$ cat src/rtl/inst_fetch_bridge.sv
// Instruction fetch bridge: turns PC/chip-enable fetches into single req/gnt/rvalid bus reads.
// Optional bus timeout with bus_err_o output is enabled by defining INST_FETCH_TIMEOUT_EN.
module inst_fetch_bridge #(
   parameter int unsigned ADDR_W         = 32,
   parameter int unsigned DATA_W         = 32,
   parameter int unsigned TIMEOUT_CYCLES = 255
) (
   input  logic              clk,
   input  logic              rst,
   input  logic [ADDR_W-1:0] pc_i,
   input  logic              ce_i,
   input  logic              flush,
   input  logic              stall_i,
   output logic              bus_req_o,
   output logic [ADDR_W-1:0] bus_addr_o,
   input  logic              bus_gnt_i,
   input  logic              bus_rvalid_i,
   input  logic [DATA_W-1:0] bus_rdata_i,
   output logic [DATA_W-1:0] inst_o,
   output logic              inst_valid_o,
   output logic              adel_o,
`ifdef INST_FETCH_TIMEOUT_EN
   output logic              bus_err_o,
`endif
   output logic              stallreq_o
);

   typedef enum logic [2:0] {
      StIdle,
      StReq,
      StWait,
      StDone,
      StDiscard
   } state_e;

   state_e            r_state;
   logic              r_bus_req;
   logic [ADDR_W-1:0] r_bus_addr;
   logic [DATA_W-1:0] r_inst;
   logic              r_inst_valid;
   logic              r_adel;
   logic              r_discard;
   logic              w_timeout;

`ifdef INST_FETCH_TIMEOUT_EN
   localparam int unsigned CNT_W =
      ($clog2(TIMEOUT_CYCLES + 1) > 8) ? $clog2(TIMEOUT_CYCLES + 1) : 8;

   logic [CNT_W-1:0] r_cnt;
   logic             r_bus_err;

   assign w_timeout = (r_cnt == CNT_W'(TIMEOUT_CYCLES - 1));

   // Counter restarts on every entry to WAIT or DISCARD, including WAIT->DISCARD on flush.
   always_ff @(posedge clk) begin
      if (rst) begin
         r_cnt     <= '0;
         r_bus_err <= 1'b0;
      end else begin
         if ((r_state != StWait && r_state != StDiscard) || (r_state == StWait && flush)) begin
            r_cnt <= '0;
         end else begin
            r_cnt <= r_cnt + 1'b1;
         end

         if (r_state == StWait && !flush && !bus_rvalid_i && w_timeout) begin
            r_bus_err <= 1'b1;
         end else if (r_state == StDone && (flush || !stall_i)) begin
            r_bus_err <= 1'b0;
         end
      end
   end

   assign bus_err_o = r_bus_err;
`else
   logic w_unused_timeout;

   assign w_timeout        = 1'b0;
   assign w_unused_timeout = ^TIMEOUT_CYCLES;
`endif

   always_ff @(posedge clk) begin
      if (rst) begin
         r_state      <= StIdle;
         r_bus_req    <= 1'b0;
         r_bus_addr   <= '0;
         r_inst       <= '0;
         r_inst_valid <= 1'b0;
         r_adel       <= 1'b0;
         r_discard    <= 1'b0;
      end else begin
         unique case (r_state)
            StIdle: begin
               if (flush) begin
                  r_inst_valid <= 1'b0;
                  r_adel       <= 1'b0;
               end else if (ce_i) begin
                  if (pc_i[1:0] != 2'b00) begin
                     r_inst       <= '0;
                     r_adel       <= 1'b1;
                     r_inst_valid <= 1'b1;
                     r_state      <= StDone;
                  end else begin
                     r_bus_addr <= pc_i;
                     r_bus_req  <= 1'b1;
                     r_state    <= StReq;
                  end
               end
            end

            StReq: begin
               if (bus_gnt_i) begin
                  r_bus_req <= 1'b0;
                  r_discard <= 1'b0;
                  // A flush seen now or while waiting for grant kills this response.
                  if (flush || r_discard) begin
                     r_state <= bus_rvalid_i ? StIdle : StDiscard;
                  end else if (bus_rvalid_i) begin
                     r_inst       <= bus_rdata_i;
                     r_adel       <= 1'b0;
                     r_inst_valid <= 1'b1;
                     r_state      <= StDone;
                  end else begin
                     r_state <= StWait;
                  end
               end else if (flush) begin
                  r_discard <= 1'b1;
               end
            end

            StWait: begin
               if (flush) begin
                  r_state <= bus_rvalid_i ? StIdle : StDiscard;
               end else if (bus_rvalid_i) begin
                  r_inst       <= bus_rdata_i;
                  r_adel       <= 1'b0;
                  r_inst_valid <= 1'b1;
                  r_state      <= StDone;
               end else if (w_timeout) begin
                  r_inst       <= '0;
                  r_adel       <= 1'b0;
                  r_inst_valid <= 1'b1;
                  r_state      <= StDone;
               end
            end

            StDone: begin
               if (flush) begin
                  r_inst_valid <= 1'b0;
                  r_adel       <= 1'b0;
                  r_state      <= StIdle;
               end else if (!stall_i) begin
                  r_inst_valid <= 1'b0;
                  r_state      <= StIdle;
               end
            end

            StDiscard: begin
               if (bus_rvalid_i || w_timeout) begin
                  r_state <= StIdle;
               end
            end

            default: begin
               r_state <= StIdle;
            end
         endcase
      end
   end

   assign stallreq_o   = (r_state == StReq) || (r_state == StWait) || (r_state == StDiscard) ||
                         (r_state == StIdle && ce_i && !flush);
   assign bus_req_o    = r_bus_req;
   assign bus_addr_o   = r_bus_addr;
   assign inst_o       = r_inst;
   assign inst_valid_o = r_inst_valid;
   assign adel_o       = r_adel;

endmodule

$ cat config.mk
export PLATFORM = sky130hd
export DESIGN_NAME = inst_fetch_bridge
export DESIGN_NICKNAME = d
export VERILOG_FILES = /design/src/rtl/inst_fetch_bridge.sv
export SDC_FILE = /design/constraint.sdc
export NUM_CORES = 1
export LEC_CHECK = 0
export ABC_AREA = 1
export ABC_CLOCK_PERIOD_IN_PS = 1400
export CELL_PAD_IN_SITES_DETAIL_PLACEMENT = 1
export CELL_PAD_IN_SITES_GLOBAL_PLACEMENT = 1
export CORE_MARGIN = 1
export CORE_UTILIZATION = 38
export DETAILED_ROUTE_END_ITERATION = 10
export DONT_BUFFER_PORTS = 1
export HOLD_SLACK_MARGIN = 0.12
export PLACE_DENSITY = 0.8
export SLEW_MARGIN = 20
export SYNTH_ARGS = -nofsm -noshare
export SYNTH_HDL_FRONTEND = slang
export SYNTH_SLANG_ARGS = --single-unit
$ cat constraint.sdc
create_clock -name clk -period 1.4 [get_ports clk]
set_input_delay 0.21 -clock clk [delete_from_list [all_inputs] [get_ports clk]]
set_output_delay 0.21 -clock clk [all_outputs]
set_load 0.01 [all_outputs]
==> impl_metrics.json <==
{
  "fin_crit_sh_pct": 115.6,
  "seqCellArea_um2": 1428,
  "antenna_cells": 0,
  "drive_gt1_share_pct": 20.56,
  "worstPathRequired_ns": 1.64,
  "wl_um": 11620,
  "multi_input_comb_area_um2": 1610,
  "die_x_um": 92.68,
  "wl_per_cell_um": 18.24,
  "path_class": "reg2reg",
  "synth_cells": 455,
  "syn_area_um2": 3124,
  "dp_slack_ns": -0.1099,
  "insertion_delay_ns": 0.34,
  "violations": "negative setup slack",
  "antenna_found_initial": 0,
  "p_leak_nw": 2.031,
  "rsz0062_at_grt": "yes",
  "numCtsBuffers": 9,
  "ys_types": 20,
  "cts_max_path_buffers": 2,
  "yosys_warnings": 0,
  "grt-ovfl-total": 0,
  "final_util_pct": 57.76,
  "p_per_area_nw_per_um2": 2170,
  "endpoint_kind": "flop",
  "num_rows": 32,
  "vdd_drop_max_uv": 718.9,
  "start_util_pct": 39.81,
  "ant_nets": 0,
  "die_area_um2": 8589,
  "whs_ns": 0.1266,
  "path_clk_slew_ns": 0.08,
  "avgSynthCellArea_um2": 6.866,
  "num-fill-cells": 956,
  "grt_max_degree": 68,
  "initialDrtViolationCount": 78,
  "setup_viol": 67,
  "slew-limit-headroom_pct": 80.32,
  "crit_arrival_ns": 1.85,
  "drc": 0,
  "firstDrtPassIters": 4,
  "seq_area_frac_synth_pct": 45.49,
  "die_h_um": 92.68,
  "status": "finished with violations",
  "min_period_ns": 1.618,
  "area_growth_pct": 45.09,
  "cts.sinks": 71,
  "syn-num-nets": 526,
  "grt_pass1_vias": 3413,
  "slew_violations": 0,
  "root_buffer": "clkbuf_8",
  "worstMarginPinSlew_ns": 0.2952,
  "hold_viol_final": 0,
  "final_nets": 601,
  "total_power_mw": 9.837,
  "port_buffers": 0,
  "htreeDepth": 3,
  "viasPerCell": 5.270,
  "cts_tree": "done",
  "core_region_area_um2": 7848,
  "grt_usage_pct": 24.44,
  "hold_class": "in2reg",
  "setup_ws_ns": -0.2182,
  "grt_pass1_wl_um": 16520,
  "vias": 3357,
  "pin_count": 139,
  "cp_max_fo": 8,
  "clock-skew-final_ns": 0.008916,
  "globalplace.congestion": 0.8994,
  "cap_violations": 0,
  "ys_ff_latch": 71,
  "max_freq_ghz": 0.6180,
  "dpl.hpwl_um": 6141,
  "startpoint_type": "flop"
}
power breakdown:
group	internal, mW	total, mW	switching (mW)	leakage (nW)
clock	1.19	2.03	0.835	0.123
combinational	2.10	4.68	2.58	1.33
sequential	2.51	3.13	0.624	0.581
timing repair:
item / CTS / global route
hold buffers: 48 / 0
resized for setup: 19 / 36
buffers inserted: 4 / 4
endpoints found under the setup margin: 67 / 69
hold endpoints to repair: 48 / 0
gates cloned: 3 / 5
pin swaps: 5 / 12
final cells by class:
class	count	area share, %
Tap cell	102	2.815
Clock inverter	7	2.677
Sequential cell	71	31.49
Multi-Input combinational cell	330	35.52
Clock buffer	9	2.733
Timing Repair Buffer	92	22.44
Inverter	26	2.319
metal layers:
| layer | track usage, % | vias up | routed length [um] | share of wire, % |
|---|---|---|---|---|
| li1 | - | 1603 | - | - |
| met1 | 25.03 | 1616 | 4329 | 37 |
| met2 | 47.16 | 124 | 6271 | 54 |
| met3 | 8.210 | 14 | 874 | 7.5 |
| met4 | 6.026 | 0 | 145 | 1.2 |
| met5 | 0 | - | 0 | 0 |
cells in the mapped netlist:
library cell | number | share of area [%]
nand3b_1 | 1 | 0.24
a221oi_1 | 1 | 0.28
a21oi_1 | 35 | 5.6
inv_2 | 3 | 0.36
buf_4 | 5 | 1.2
nand3_2 | 1 | 0.32
nand2_2 | 4 | 0.80
nor2_4 | 2 | 0.72
inv_1 | 23 | 2.8
nand3_1 | 41 | 6.6
o21ai_0 | 34 | 5.4
nor2_1 | 115 | 14
nand4_1 | 4 | 0.80
buf_2 | 8 | 1.3
buf_6 | 3 | 1.1
nor3_4 | 1 | 0.52
nand2_1 | 89 | 11
o21ai_2 | 2 | 0.56
dfxtp_1 | 71 | 45
clkbuf_1 | 12 | 1.4
cells in the final DEF, fill, tap and decap left out, drive strengths merged:
cell,count
a21oi,35
a221oi,1
buf,40
bufinv,3
clkbuf,13
clkinv,4
dfxtp,71
dlygate4sd3,48
inv,26
nand2,93
nand3,42
nand3b,1
nand4,4
nor2,117
nor3,1
o21ai,36
path summary, 6_finish.rpt:
check        slack [ns]  cells past startpoint            start    endpoint
max reg2reg       -0.22                     10       r_state[1]  inst_o[26]
min reg2reg        0.48                      2        r_discard   r_discard
min                0.13                      4  bus_rdata_i[16]  inst_o[16]
max               -0.22                     10       r_state[1]  inst_o[26]
cells by family (layout without fill, tap and decap cells):
logic type             count (synthesis)  in the layout  synth area share [%]
flip-flops                            71             71                 45.49
AO/OA/AOI/OAI                         72             72                 11.89
buffers and inverters                 54            134                 8.130
AND/OR/NAND/NOR                      258            258                 34.48
state kept, by name, summed over array words and instances (netlist names):
signal	cells
inst_valid_o	1
bus_addr_o	32
r_state	3
bus_req_o	1
adel_o	1
inst_o	32
r_discard	1
per-stage QoR:
stage / cells / cell area [um^2] / TNS (ns)
floorplan: 455 / 3134 / 0
global placement: 558 / 3386 / -0.8933
detailed placement: 558 / 3386 / -3.837
CTS: 629 / 4277 / -3.782
global route: 637 / 4533 / -11.71
finish: 637 / 4533 / -5.436
critical path, stage by stage, from the launching register on:
cell	delay, ns
dfxtp_2	0.37
nor2_4	0.06
buf_4	0.13
nand3b_1	0.11
o21ai_2	0.09
nor2_4	0.16
buf_4	0.19
buf_6	0.15
nand3_1	0.09
nand2_1	0.11
nor2_2	0.05
No activity file was read; power rests on OpenSTA's default activity.
